===== src/rtl/instr_fetch_unit.sv =====
// instr_fetch_unit: fetch stage in front of the decoder.
// Holds the PC and fetches one word per request from instruction memory using
// a req/ready handshake. The word is presented to the decoder as ir with a
// valid/ready handshake. When the decoder accepts ir, the next PC is chosen
// from the pc_ctrl code.
// Optional feature: define FETCH_TIMEOUT_EN to abandon a stalled fetch after
// TIMEOUT_CYCLES request cycles. The unit then parks in a sticky error state.
module instr_fetch_unit #(
  parameter logic [31:0] RESET_PC       = 32'h0000_0000,
  parameter logic [31:0] TIMEOUT_CYCLES = 32'd16
) (
  input  logic        clk,
  input  logic        rst_n,
  output logic        imem_req,
  output logic [31:0] imem_addr,
  input  logic        imem_ready,
  input  logic [31:0] imem_rdata,
  output logic [31:0] ir,
  output logic        ir_valid,
  input  logic        ir_ready,
  output logic [31:0] pc,
  output logic [31:0] link_addr,
  input  logic [1:0]  pc_ctrl,
  input  logic        branch_taken,
  input  logic [31:0] branch_imm,
  input  logic [31:0] reg_target,
  output logic        fetch_err
);

  typedef enum logic [1:0] {
    IDLE  = 2'd0,
    REQ   = 2'd1,
    VALID = 2'd2,
    ERR   = 2'd3
  } state_t;

  state_t      state;
  state_t      state_next;
  logic [31:0] pc_plus4;
  logic [31:0] next_pc;
  logic        fetch_done;
  logic        accept;
  logic        timeout_hit;

  assign pc_plus4   = pc + 32'd4;
  assign link_addr  = pc_plus4;
  assign imem_addr  = pc;
  assign fetch_done = (state == REQ) && imem_ready;
  assign accept     = (state == VALID) && ir_ready;

`ifdef FETCH_TIMEOUT_EN
  logic [31:0] timeout_cnt;

  // A fetch times out on the request cycle that would bring the count to the limit.
  assign timeout_hit = (state == REQ) && !imem_ready &&
                       ((timeout_cnt + 32'd1) == TIMEOUT_CYCLES);
  assign fetch_err   = (state == ERR);

  // Count consecutive unanswered request cycles; clear on any answer or state exit.
  always_ff @(posedge clk or negedge rst_n) begin
    if (!rst_n) begin
      timeout_cnt <= 32'd0;
    end else if ((state == REQ) && !imem_ready && !timeout_hit) begin
      timeout_cnt <= timeout_cnt + 32'd1;
    end else begin
      timeout_cnt <= 32'd0;
    end
  end
`else
  assign timeout_hit = 1'b0;
  assign fetch_err   = 1'b0;
`endif

  // Next-PC selection; only consumed on the accept cycle, wraps at 32 bits.
  always_comb begin
    next_pc = pc_plus4;
    case (pc_ctrl)
      2'd0: next_pc = pc_plus4;
      2'd1: next_pc = branch_taken ? (pc_plus4 + {branch_imm[29:0], 2'b00}) : pc_plus4;
      2'd2: next_pc = reg_target;
      2'd3: next_pc = {pc_plus4[31:28], ir[25:0], 2'b00};
      default: next_pc = pc_plus4;
    endcase
  end

  // State register; reset abandons any in-flight request immediately.
  always_ff @(posedge clk or negedge rst_n) begin
    if (!rst_n) begin
      state <= IDLE;
    end else begin
      state <= state_next;
    end
  end

  // Next-state and handshake outputs, decoded from the current state.
  always_comb begin
    state_next = state;
    imem_req   = 1'b0;
    ir_valid   = 1'b0;
    case (state)
      IDLE: begin
        state_next = REQ;
      end
      REQ: begin
        imem_req = 1'b1;
        if (imem_ready) begin
          state_next = VALID;
        end else if (timeout_hit) begin
          state_next = ERR;
        end
      end
      VALID: begin
        ir_valid = 1'b1;
        if (ir_ready) begin
          state_next = REQ;
        end
      end
      ERR: begin
        state_next = ERR;
      end
      default: begin
        state_next = IDLE;
      end
    endcase
  end

  // Capture the instruction word and advance the PC on the handshake edges.
  always_ff @(posedge clk or negedge rst_n) begin
    if (!rst_n) begin
      ir <= 32'd0;
      pc <= RESET_PC;
    end else begin
      if (fetch_done) begin
        ir <= imem_rdata;
      end
      if (accept) begin
        pc <= next_pc;
      end
    end
  end

endmodule


===== config.mk =====
export PLATFORM = sky130hd
export DESIGN_NAME = instr_fetch_unit
export DESIGN_NICKNAME = d
export VERILOG_FILES = /design/src/rtl/instr_fetch_unit.sv
export SDC_FILE = /design/constraint.sdc
export NUM_CORES = 1
export LEC_CHECK = 0
export CORE_UTILIZATION = 49
export CTS_CLUSTER_DIAMETER = 80
export DETAILED_ROUTE_END_ITERATION = 8
export GPL_TIMING_DRIVEN = 0
export PLACE_DENSITY = 0.88
export SLEW_MARGIN = 0
export SYNTH_ARGS = -nofsm -noshare
export SYNTH_HDL_FRONTEND = slang
export SYNTH_SLANG_ARGS = --single-unit
export TNS_END_PERCENT = 30

===== constraint.sdc =====
create_clock -name clk -period 9.9 [get_ports clk]
set_input_delay 0.99 -clock clk [delete_from_list [all_inputs] [get_ports clk]]
set_output_delay 0.99 -clock clk [all_outputs]
set_load 0.005 [all_outputs]

==> results of run 1 <==
## per-layer routing
| layer | up-vias | track usage [%] | part of all wire, % |
|---|---|---|---|
| met5 | - | 0 | 0 |
| met4 | 0 | 11.0 | 2.2 |
| met3 | 50 | 8.10 | 10 |
| met2 | 394 | 53.4 | 46 |
| met1 | 3118 | 45.7 | 41 |
| li1 | 3048 | - | - |
## registers in the layout, indices dropped and copies added, names as in the netlist
register   flops
imem_addr     32
ir            32
state          2
## worst paths after layout
path	from	to	slack [ns]	cells past startpoint
min in group asynchronous	rst_n	ir[0]	0.75	1
max	imem_addr[11]	imem_addr[29]	5.07	16
min reg2reg	ir[27]	ir[27]	0.51	1
max in group asynchronous	rst_n	imem_addr[27]	8.56	1
max reg2reg	imem_addr[11]	imem_addr[29]	5.07	16
min	ir[27]	ir[27]	0.51	1
## stage by stage
step | utilization, % | worst slack (ns) | instances | instance area (µm²) | hold slack, ns
after floorplan | - | 6.07 | 711 | 6000 | 0.504
after global placement | 70.7 | 5.25 | 1085 | 8450 | 0.486
after detailed placement | 70.6 | 5.26 | 1085 | 8450 | 0.497
after CTS | 73.3 | 5.21 | 1100 | 8770 | 0.510
after global routing | 73.3 | 4.78 | 1100 | 8770 | 0.515
final | 73.3 | 5.07 | 1100 | 8770 | 0.509
## cell usage after synthesis (all sizes together), types with 5 or more instances
| master | instances | area share [%] |
|---|---|---|
| mux2i | 19 | 3.2 |
| o221ai | 5 | 0.73 |
| nor4 | 6 | 0.63 |
| ha | 35 | 7.3 |
| dfrtp | 66 | 28 |
| a221oi | 5 | 0.73 |
| a22oi | 7 | 0.88 |
| nand3 | 22 | 1.8 |
| o21ai | 39 | 3.3 |
| buf | 38 | 4.6 |
| nand2 | 58 | 3.6 |
| and2 | 5 | 0.52 |
| nor2 | 55 | 3.4 |
| nand2b | 8 | 0.83 |
| nand4 | 15 | 1.6 |
| a211oi | 9 | 1.1 |
| clkbuf | 36 | 2.3 |
| a31oi | 7 | 0.98 |
| and4 | 5 | 0.73 |
| o31a | 6 | 0.88 |
| nor2b | 5 | 0.52 |
| inv | 19 | 1.2 |
| nor3 | 17 | 1.4 |
| a21oi | 51 | 4.3 |
| a21o | 14 | 1.8 |
| xnor2 | 30 | 4.4 |
| mux2 | 43 | 8.1 |
| xor2 | 13 | 1.9 |
| and3 | 12 | 1.3 |
## placed cells by master, fill, tap and decap left out, drive strengths merged, types with 8 or more instances in the layout
cell and n:
nor2 55, nand2 58, clkdlybuf4s50 226, xnor2 30, xor2 13, clkbuf 45, and3 12, a21o 14
dfrtp 66, nand4 15, a211oi 9, buf 39, mux2i 19, o21ai 39, nand2b 8, nor3 17
ha 35, a21oi 51, mux2 43, inv 19, nand3 22
## power by group
part	switching [mW]	leakage [nW]	total [mW]	internal (mW)
Sequential	0.164	0.793	0.562	0.398
Combinational	0.745	2.70	1.65	0.909
Clock	0.128	0.148	0.348	0.220
## logic make-up after synthesis
logic type / count (synthesis)
AOI/OAI and AO/OA: 192
adders and majority gates: 36
muxes: 62
and+or+nand+nor: 218
buffers and inverters: 93
xor gates and xnor gates: 43
DFF: 66
other: 1
## final cells by class
cell class | count | area, µm² | area share (%)
multi-input combinational | 552 | 3860 | 44.0
timing repair buffer | 227 | 2270 | 25.9
sequential | 66 | 1650 | 18.8
buffer | 74 | 412 | 4.69
clock buffer | 9 | 225 | 2.57
tap | 147 | 184 | 2.10
clock inverter | 6 | 92.6 | 1.06
inverter | 19 | 71.3 | 0.813
==> metrics.log, run 1 <==
[metrics] status: finished clean
[metrics] yosys synthesis warning count: 0
[metrics] Post-Synth Adder-Cell Area: 7.64%
[metrics] average via count per standard cell: 6.01
[metrics] WP data required: 10.17 ns
[metrics] fraction of layout instances using a drive strength above 1: 10.5%
[metrics] proportion of synthesized chip area in sequential cells: 27.5%
[metrics] cell area power density: 292 nW/µm²
[metrics] flops & latches, synth: 66
[metrics] relative slew slack: 34.1%
[metrics] Diodes inserted: 0
[metrics] Fmax: 207 MHz
[metrics] clock sinks: 66
[metrics] count of antenna-violating nets left after detailed routing: 0
[metrics] Post-synth EDFFs: 0
[metrics] post-route fraction of the period consumed by the critical path: 48.8%
[metrics] TritonCTS Buffers: 9
[metrics] clk root buf: clkbuf_16
[metrics] clock tree from TritonCTS: built
[metrics] critical path's top delay family: simple AND/OR/NAND/NOR gates
[metrics] number of cells produced by synthesis: 711
[metrics] floorplan die height: 113 µm
[metrics] IR Drop Worst-Case VDD: 174 µV
[metrics] DR pass1 iterations: 6
[metrics] vias after detailed routing: 6610
[metrics] number of global-route vias before repair: 6227
[metrics] clock input transition at the sequential cells of the worst setup and hold paths: 0.06 ns
[metrics] main flop type after synthesis: dfrtp_1
[metrics] final hold violations: 0
[metrics] post-route total power: 2.56 mW
[metrics] gp weighted congestion: 0.973
[metrics] wire length of the first global-routing pass: 33.2 mm
[metrics] path type of the worst min-delay path: register to register
[metrics] data arrival at the endpoint of the critical path: 5.10 ns
[metrics] Final Routed Wirelength: 21.6 mm
[metrics] share of flip-flops with an asynchronous set or reset after synthesis: 100%
[metrics] post-cts resize count: 0
[metrics] routed length per instance: 19.6 µm
[metrics] Residual DRC: 0
[metrics] largest family of logic cells by synthesized area: compound AO/OA/AOI/OAI gates
[metrics] number of max-cap violations: 0
[metrics] CP bufs+invs: 3
[metrics] synthesized area divided by synthesized cell count: 8.43 µm²
[metrics] antenna violations before repair: 0
[metrics] Final Critical Period: 4.83 ns
[metrics] Starting Density: 50.1%
[metrics] post-synthesis instance area: 6000 µm²
[metrics] Synth cell types: 63
[metrics] Leakage Power: 3.64 nW
[metrics] Pins Over Slew Limit: 0
[metrics] nature of the critical path startpoint: register
[metrics] Final setup violation count: 0
[metrics] GRT Util Overall: 33.9%
[metrics] Crit Path Category: register to register
[metrics] Critical-path top delay cell: nor3_1
[metrics] Final #Nets: 1088
[metrics] area of the placeable core: 12000 µm²
[metrics] CTS hold repair buffers: 0
[metrics] sum of overflow across all layers after global routing: 0
[metrics] unrepaired setup endpoints after global routing: no
[metrics] # rows: 40
[metrics] layout overhead on the synthesized area: 46.2%
[metrics] CTS H-Tree Depth: 3
[metrics] post-synthesis share of cell area spent on and, or, nand and nor gates: 17.7%
[metrics] mux contribution to synthesized area: 11.2%
[metrics] number of I/O port buffers: 227
[metrics] cell breakdown of the critical path: clkbuf_2, and4_1, nand4_1, nor3_1, nand4_1, xnor2_1, ha_1, clkbuf_1, nand4_1, nor4_1, inv_1, or3_1, o22ai_1, nor4_1, or3_1, a21oi_1
[metrics] post-synthesis compound-gate area fraction: 21.5%
[metrics] setup fix buffers added after clock tree synthesis: 0
[metrics] placed wire-length estimate: 16.8 mm
[metrics] Clock Skews: 0.00626 ns
[metrics] filler cell count in the final layout: 909
[metrics] I/O pin count: 234
[metrics] largest net degree at the start of global routing: 67
[metrics] summed negative setup slack over all endpoints: 0 ns
[metrics] syn_nets: 850
[metrics] Skew-Pair Late Insertion Delay: 0.34 ns
[metrics] Worst path max stage delay: 0.74 ns
[metrics] x dimension of the die: 113 µm
[metrics] die footprint: 12700 µm²
[metrics] Worst Max-Slew Pin Slew: 0.964 ns
[metrics] critical path endpoint category: register
[metrics] First DRT Iteration DRCs: 686
[metrics] maximum fanout along the worst path: 7
[metrics] CTS max path bufs: 2
[metrics] post-synthesis xor/xnor area fraction: 6.28%
[metrics] crit-path most repeated cell: nand4_1
No activity file was read; power rests on OpenSTA's default activity.
==> run 2: changes to the inputs <==
--- a/config.mk
+++ b/config.mk
@@ -5,11 +5,11 @@
 export SDC_FILE = /design/constraint.sdc
 export NUM_CORES = 1
 export LEC_CHECK = 0
-export CORE_UTILIZATION = 49
+export CORE_UTILIZATION = 45
 export CTS_CLUSTER_DIAMETER = 80
 export DETAILED_ROUTE_END_ITERATION = 8
 export GPL_TIMING_DRIVEN = 0
-export PLACE_DENSITY = 0.88
+export PLACE_DENSITY = 0.82
 export SLEW_MARGIN = 0
 export SYNTH_ARGS = -nofsm -noshare
 export SYNTH_HDL_FRONTEND = slang
==> constraint.sdc (replaced) <==
create_clock -name clk -period 4.76 [get_ports clk]
set_input_delay 0.476 -clock clk [delete_from_list [all_inputs] [get_ports clk]]
set_output_delay 0.476 -clock clk [all_outputs]
set_load 0.005 [all_outputs]
==> metrics.log, run 2 (synthesis results as in run 1) <==
[metrics] fraction of layout instances using a drive strength above 1: 11.1% (+0.63 points)
[metrics] clk root buf: clkbuf_16
[metrics] die footprint: 13800 µm² (+8.7%)
[metrics] post-route fraction of the period consumed by the critical path: 92.2% (+43 points)
[metrics] antenna violations before repair: 0 (unchanged)
[metrics] Final Critical Period: 4.39 ns (-0.444 ns)
[metrics] path type of the worst min-delay path: input pin to async pin
[metrics] clock sinks: 66 (unchanged)
[metrics] number of cells in the finished layout apart from fillers: 1125 (+2.3%)
[metrics] floorplan die height: 117 µm (+4.3%)
[metrics] CTS hold repair buffers: 0 (unchanged)
[metrics] timing startpoint of the critical path: imem_addr[18]
[metrics] number of global-route vias before repair: 6393 (+2.7%)
[metrics] placed wire-length estimate: 16.9 mm (+0.56%)
[metrics] Worst Max-Slew Pin Slew: 0.980 ns (+0.0160 ns)
[metrics] area of the placeable core: 12800 µm² (+7.2%)
[metrics] GR met2 Demand/Resource: 49.7% (-3.7 points)
[metrics] unrepaired setup endpoints after global routing: no
[metrics] clock input transition at the sequential cells of the worst setup and hold paths: 0.06 ns (about the same)
[metrics] global routing usage on met3: 7.44% (-0.66 points)
[metrics] global-route track usage on met1: 41.3% (-4.4 points)
[metrics] Starting Density: 46.8% (-3.4 points)
[metrics] cell breakdown of the critical path: clkbuf_1, and4_1, nand3_1, nor4_4, and3_1, xor2_1, ha_1, clkbuf_1, nand2_1, nor4_2, inv_1, or3_1, o22ai_1, nor4_1, or3_1, a21oi_1
[metrics] Skew-Pair Late Insertion Delay: 0.33 ns (about the same)
[metrics] Worst path max stage delay: 0.49 ns (-0.25 ns)
[metrics] Placement Setup Slack: 0.0188 ns (-5.24 ns)
[metrics] gp weighted congestion: 0.971 (-0.24%)
[metrics] DR pass1 iterations: 6 (unchanged)
[metrics] CP bufs+invs: 3 (unchanged)
[metrics] Critical-path top delay cell: nor4_4
[metrics] total internal power: 3.14 mW (+110%)
[metrics] routed length per instance: 19.2 µm (-2.2%)
[metrics] sum of overflow across all layers after global routing: 0 (unchanged)
[metrics] cell area power density: 600 nW/µm² (+110%)
[metrics] x dimension of the die: 117 µm (+4.3%)
[metrics] Final setup violation count: 0 (unchanged)
[metrics] count of antenna-violating nets left after detailed routing: 0 (unchanged)
[metrics] maximum fanout along the worst path: 9 (+2)
[metrics] CTS max path bufs: 2 (unchanged)
[metrics] final worst slack: 0.371 ns (-4.70 ns)
[metrics] summed negative setup slack over all endpoints: 0 ns (unchanged)
[metrics] critical path's top delay family: simple AND/OR/NAND/NOR gates
[metrics] setup fix buffers added after clock tree synthesis: 0 (unchanged)
[metrics] GRT Util Overall: 31.2% (-2.6 points)
[metrics] number of max-cap violations: 0 (unchanged)
[metrics] Clock Skews: 0.00665 ns (+0.000387 ns)
[metrics] status: finished clean
[metrics] relative slew slack: 33.0% (-1.1 points)
[metrics] most common library cell in the layout ignoring fill and taps: clkdlybuf4s50_1
[metrics] Leakage Power: 3.69 nW (+1.2%)
[metrics] data arrival at the endpoint of the critical path: 4.65 ns (-0.45 ns)
[metrics] final hold violations: 0 (unchanged)
[metrics] Residual DRC: 0 (unchanged)
[metrics] switching portion of total power: 40.7% (+0.26 points)
[metrics] # rows: 41 (+2.5%)
[metrics] most heavily used metal layer in global routing: met2
[metrics] Pins Over Slew Limit: 0 (unchanged)
[metrics] CTS H-Tree Depth: 3 (unchanged)
[metrics] layout overhead on the synthesized area: 47.2%
[metrics] number of I/O port buffers: 227 (unchanged)
[metrics] Fmax: 228 MHz (+10%)
[metrics] Net Sw Power: 2.16 mW (+110%)
[metrics] post-cts resize count: 0 (unchanged)
[metrics] wire length of the first global-routing pass: 34.1 mm (+2.9%)
[metrics] largest net degree at the start of global routing: 67 (unchanged)
[metrics] I/O pin count: 234 (unchanged)
[metrics] Reg2Reg Launch Point: imem_addr[18]
[metrics] vias after detailed routing: 6574 (-0.54%)
[metrics] WP data required: 5.02 ns (-5.15 ns)
[metrics] TritonCTS Buffers: 9 (unchanged)
[metrics] part of the power in combinational logic: 64.9% (+0.4 points)
[metrics] average via count per standard cell: 5.84 (-2.8%)
[metrics] commonest cells after routing, fill and taps aside: 226 x clkdlybuf4s50_1, 66 x dfrtp_1, 58 x nand2_1
[metrics] Reg power frac: 22.2% (+0.3 points)
[metrics] Final Routed Wirelength: 21.6 mm (about the same)
[metrics] Crit Path Category: register to register
[metrics] First DRT Iteration DRCs: 763 (+11%)
[metrics] Final #Nets: 1087 (-0.092%)
[metrics] IR Drop Worst-Case VDD: 318 µV (+82%)
[metrics] Cells after DPL: 1110 (+2.3%)
[metrics] nature of the critical path startpoint: register
[metrics] clock tree from TritonCTS: built
[metrics] critical path endpoint category: register
[metrics] Clock power frac: 12.9% (-0.7 points)
[metrics] Diodes inserted: 0 (unchanged)
-- run 2: cell types whose count changed in the layout (fill, tap and decap cells not counted), moves of 2 or more --
cell	previous run	this run
xnor2_1	30	28
xnor2_2	0	2
clkinv_2	0	2
nor4_1	6	4
-- run 2: final cells by class --
class | instances | area [µm²]
Buffer | 73 | 408
Clock buffer | 10 | 239
Clock inverter | 6 | 65.1
Fill cell | 1096 | 4000
Inverter | 19 | 71.3
Multi-Input combinational cell | 552 | 3910
Sequential cell | 66 | 1650
Tap cell | 172 | 215
Timing Repair Buffer | 227 | 2270
-- run 2: layer usage --
| layer | vias to the layer above | part of all wire [%] |
|---|---|---|
| met2 | 396 | 46 |
| met5 | - | 0 |
| met1 | 3072 | 41 |
| met4 | 0 | 2.5 |
| met3 | 46 | 11 |
| li1 | 3060 | - |
-- run 2: path summary, 6_finish.rpt --
| kind | slack [ns] | end | cells after the start |
|---|---|---|---|
| max in group asynchronous | 3.92 | imem_addr[23] | 1 |
| setup reg to reg | 0.37 | imem_addr[29] | 16 |
| hold / removal | 0.24 | ir[28] | 1 |
| min in group clk | 0.50 | ir[29] | 1 |
| setup / recovery | 0.37 | imem_addr[29] | 16 |
| hold reg to reg | 0.50 | ir[29] | 1 |
-- run 2: power by group through the flow --
stage                     Sequential, mW  Combinational (mW)  Clock, mW
after floorplan                     1.09                1.80          0
after global placement              1.15                3.35          0
after detailed placement            1.16                3.38          0
after CTS                           1.15                3.41      0.691
after global routing                1.21                3.72      0.711
final                               1.17                3.44      0.685
-- run 2: per-stage QoR --
step | area [µm²] | utilization (%) | hold slack (ns) | power [mW]
final | 8830 | 68.8 | 0.243 | 5.30
after global routing | 8830 | 68.8 | 0.312 | 5.64
after CTS | 8790 | 68.5 | 0.296 | 5.25
after detailed placement | 8480 | 66.1 | 0.494 | 4.54
after global placement | 8480 | 66.2 | 0.487 | 4.50
after floorplan | 6000 | - | 0.180 | 2.89
==> run 3: changes to the inputs <==
--- a/config.mk
+++ b/config.mk
@@ -6,6 +6,7 @@
 export NUM_CORES = 1
 export LEC_CHECK = 0
 export CORE_UTILIZATION = 45
+export CTS_BUF_LIST = sky130_fd_sc_hd__clkbuf_4
 export CTS_CLUSTER_DIAMETER = 80
 export DETAILED_ROUTE_END_ITERATION = 8
 export GPL_TIMING_DRIVEN = 0
==> metrics.log, run 3 (synthesis results as in run 1) <==
[metrics] switching portion of total power: 42.6% (+1.9 points)
[metrics] number of cells on the worst reg-to-reg path: 16 (unchanged)
[metrics] floorplan die height: 117 µm (unchanged)
[metrics] sum of overflow across all layers after global routing: 0 (unchanged)
[metrics] setup fix buffers added after clock tree synthesis: 0 (unchanged)
[metrics] Critical-path top delay cell: nor4_4
[metrics] TritonCTS Buffers: 9 (unchanged)
[metrics] Worst Max-Slew Pin Slew: 0.894 ns (-0.0859 ns)
[metrics] Clock power frac: 7.8% (-5.1 points)
[metrics] Residual DRC: 0 (unchanged)
[metrics] number of max-cap violations: 0 (unchanged)
[metrics] Placement Setup Slack: 0.0188 ns (unchanged)
[metrics] Crit Reg-Reg Endpoint: imem_addr[29]
[metrics] IR Drop Worst-Case VDD: 303 µV (-4.8%)
[metrics] critical path endpoint category: register
[metrics] nature of the critical path startpoint: register
[metrics] number of global-route vias before repair: 6341 (-0.81%)
[metrics] CTS max path bufs: 2 (unchanged)
[metrics] Final Critical Period: 4.44 ns (+0.0550 ns)
[metrics] cell breakdown of the critical path: clkbuf_1, and4_1, nand3_1, nor4_4, and3_1, xor2_1, ha_1, clkbuf_1, nand2_1, nor4_2, inv_1, or3_1, o22ai_1, nor4_1, or3_1, a21oi_1
[metrics] clock input transition at the sequential cells of the worst setup and hold paths: 0.12 ns (+0.06 ns)
[metrics] most common library cell in the layout ignoring fill and taps: clkdlybuf4s50_1
[metrics] antenna violations before repair: 1 (+1)
[metrics] data arrival at the endpoint of the critical path: 4.82 ns (+0.17 ns)
[metrics] vias after detailed routing: 6542 (-0.49%)
[metrics] status: finished clean
[metrics] part of the power in combinational logic: 69.0% (+4.1 points)
[metrics] Net Sw Power: 2.14 mW (-1.0%)
[metrics] Fmax: 225 MHz (-1.2%)
[metrics] post-route fraction of the period consumed by the critical path: 93.4% (+1.2 points)
[metrics] cell area power density: 579 nW/µm² (-3.6%)
[metrics] path type of the worst min-delay path: input pin to async pin
[metrics] average via count per standard cell: 5.80 (-0.66%)
[metrics] DR pass1 iterations: 8 (+2)
[metrics] Final #Nets: 1088 (+0.092%)
[metrics] layout overhead on the synthesized area: 44.5%
[metrics] Final Routed Wirelength: 21.6 mm (about the same)
[metrics] First DRT Iteration DRCs: 682 (-11%)
[metrics] total internal power: 2.88 mW (-8.4%)
[metrics] unrepaired setup endpoints after global routing: no
[metrics] multi-input logic area: 3910 µm² (unchanged)
[metrics] final hold violations: 0 (unchanged)
[metrics] GRT Util Overall: 31.3% (+0.091 points)
[metrics] wire length of the first global-routing pass: 34.1 mm (about the same)
[metrics] Pins Over Slew Limit: 0 (unchanged)
[metrics] gp weighted congestion: 0.971 (unchanged)
[metrics] CTS hold repair buffers: 0 (unchanged)
[metrics] area of all sequential standard cells: 1650 µm² (unchanged)
[metrics] commonest cells after routing, fill and taps aside: 226 x clkdlybuf4s50_1, 66 x dfrtp_1, 58 x nand2_1
[metrics] filler cell count in the final layout: 1115 (+1.7%)
[metrics] largest net degree at the start of global routing: 67 (unchanged)
[metrics] Reg2Reg Launch Point: imem_addr[18]
[metrics] worst setup slack for register-to-register paths: 0.32 ns (-0.05 ns)
[metrics] number of I/O port buffers: 227 (unchanged)
[metrics] Clock Skews: 0.0129 ns (+0.00625 ns)
[metrics] Worst Hold Slack: 0.147 ns (-0.0964 ns)
[metrics] clk root buf: clkbuf_4
[metrics] post-route total power: 5.02 mW (-5.4%)
[metrics] # rows: 41 (unchanged)
[metrics] Final setup violation count: 0 (unchanged)
[metrics] relative slew slack: 38.9% (+5.9 points)
[metrics] Crit Path Category: register to register
[metrics] fraction of layout instances using a drive strength above 1: 11.0% (-0.12 points)
[metrics] x dimension of the die: 117 µm (unchanged)
[metrics] count of antenna-violating nets left after detailed routing: 0 (unchanged)
[metrics] routed length per instance: 19.1 µm (-0.27%)
[metrics] die footprint: 13800 µm² (unchanged)
[metrics] maximum fanout along the worst path: 9 (unchanged)
[metrics] clock tree from TritonCTS: built
[metrics] I/O pin count: 234 (unchanged)
[metrics] final worst slack: 0.316 ns (-0.0550 ns)
[metrics] summed negative setup slack over all endpoints: 0 ns (unchanged)
[metrics] Skew-Pair Late Insertion Delay: 0.44 ns (+0.11 ns)
[metrics] placed wire-length estimate: 16.9 mm (unchanged)
[metrics] Leakage Power: 3.61 nW (-2.0%)
[metrics] WP data required: 5.13 ns (+0.11 ns)
[metrics] Reg power frac: 23.2% (+1.0 points)
[metrics] CTS H-Tree Depth: 3 (unchanged)
[metrics] Worst path max stage delay: 0.49 ns (about the same)
[metrics] clock sinks: 66 (unchanged)
[metrics] area of the placeable core: 12800 µm² (unchanged)
[metrics] Starting Density: 46.8% (unchanged)
run 3: changes by cell type in the layout (fill, tap and decap cells not counted), sizes merged:
cell,change
diode,+1
clkinv,+1
run 3: metal layers:
metal  global-route usage, %  vias up  wire [µm]
met5                       0        -          0
met3                    7.54       47       2390
met2                    49.9      397       9860
met4                    8.93        0        465
li1                        -     3052          -
met1                    42.0     3046       8850
run 3: stage by stage:
step           instances  cell area, µm²  util (%)
3_5_place_dp        1110            8480      66.1
3_3_place_gp        1110            8480      66.2
6_report            1127            8670      67.6
5_1_grt             1127            8670      67.6
2_1_floorplan        711            6000         -
4_1_cts             1126            8620      67.2
run 3: final cells by class:
class,instances,share of cell area [%]
inverter,19,0.823
antenna,1,0.0289
buffer,74,4.75
tap,172,2.48
sequential,66,19.1
timing repair buffer,227,26.2
clock inverter,7,0.794
clock buffer,9,0.779
multi-input combinational,552,45.1
run 3: power by group through the flow:
stage / clock, mW / combinational (mW) / sequential (mW)
finish: 0.391 / 3.46 / 1.16
floorplan: 0 / 1.80 / 1.09
global placement: 0 / 3.35 / 1.15
CTS: 0.394 / 3.41 / 1.15
detailed placement: 0 / 3.38 / 1.16
global route: 0.418 / 3.73 / 1.20
run 3: what timing repair did:
item	4_1_cts	5_1_grt
resized for setup	1	6
setup endpoints to repair	1	2
pin swaps	0	0
run 3: how the worst max path moves through the flow:
stage	depth (start not counted)	slack (ns)	endpoint	start
3_5_place_dp	16	0.02	imem_addr[29]	imem_addr[18]
2_1_floorplan	16	0.93	imem_addr[29]	imem_addr[18]
4_1_cts	16	0.02	imem_addr[29]	imem_addr[11]
5_1_grt	16	0.03	imem_addr[29]	imem_addr[18]
6_report	16	0.32	imem_addr[29]	imem_addr[18]
3_3_place_gp	16	0.008	imem_addr[29]	imem_addr[18]
run 3: critical path: cells and delay by family (launching register included):
kind	cells	cell delay, ns
flip-flops	1	0.43
buffers and inverters	3	0.65
AND/OR/NAND/NOR	9	2.52
XOR/XNOR	1	0.11
adder cells (fa/ha/maj)	1	0.28
AO/OA/AOI/OAI	2	0.38
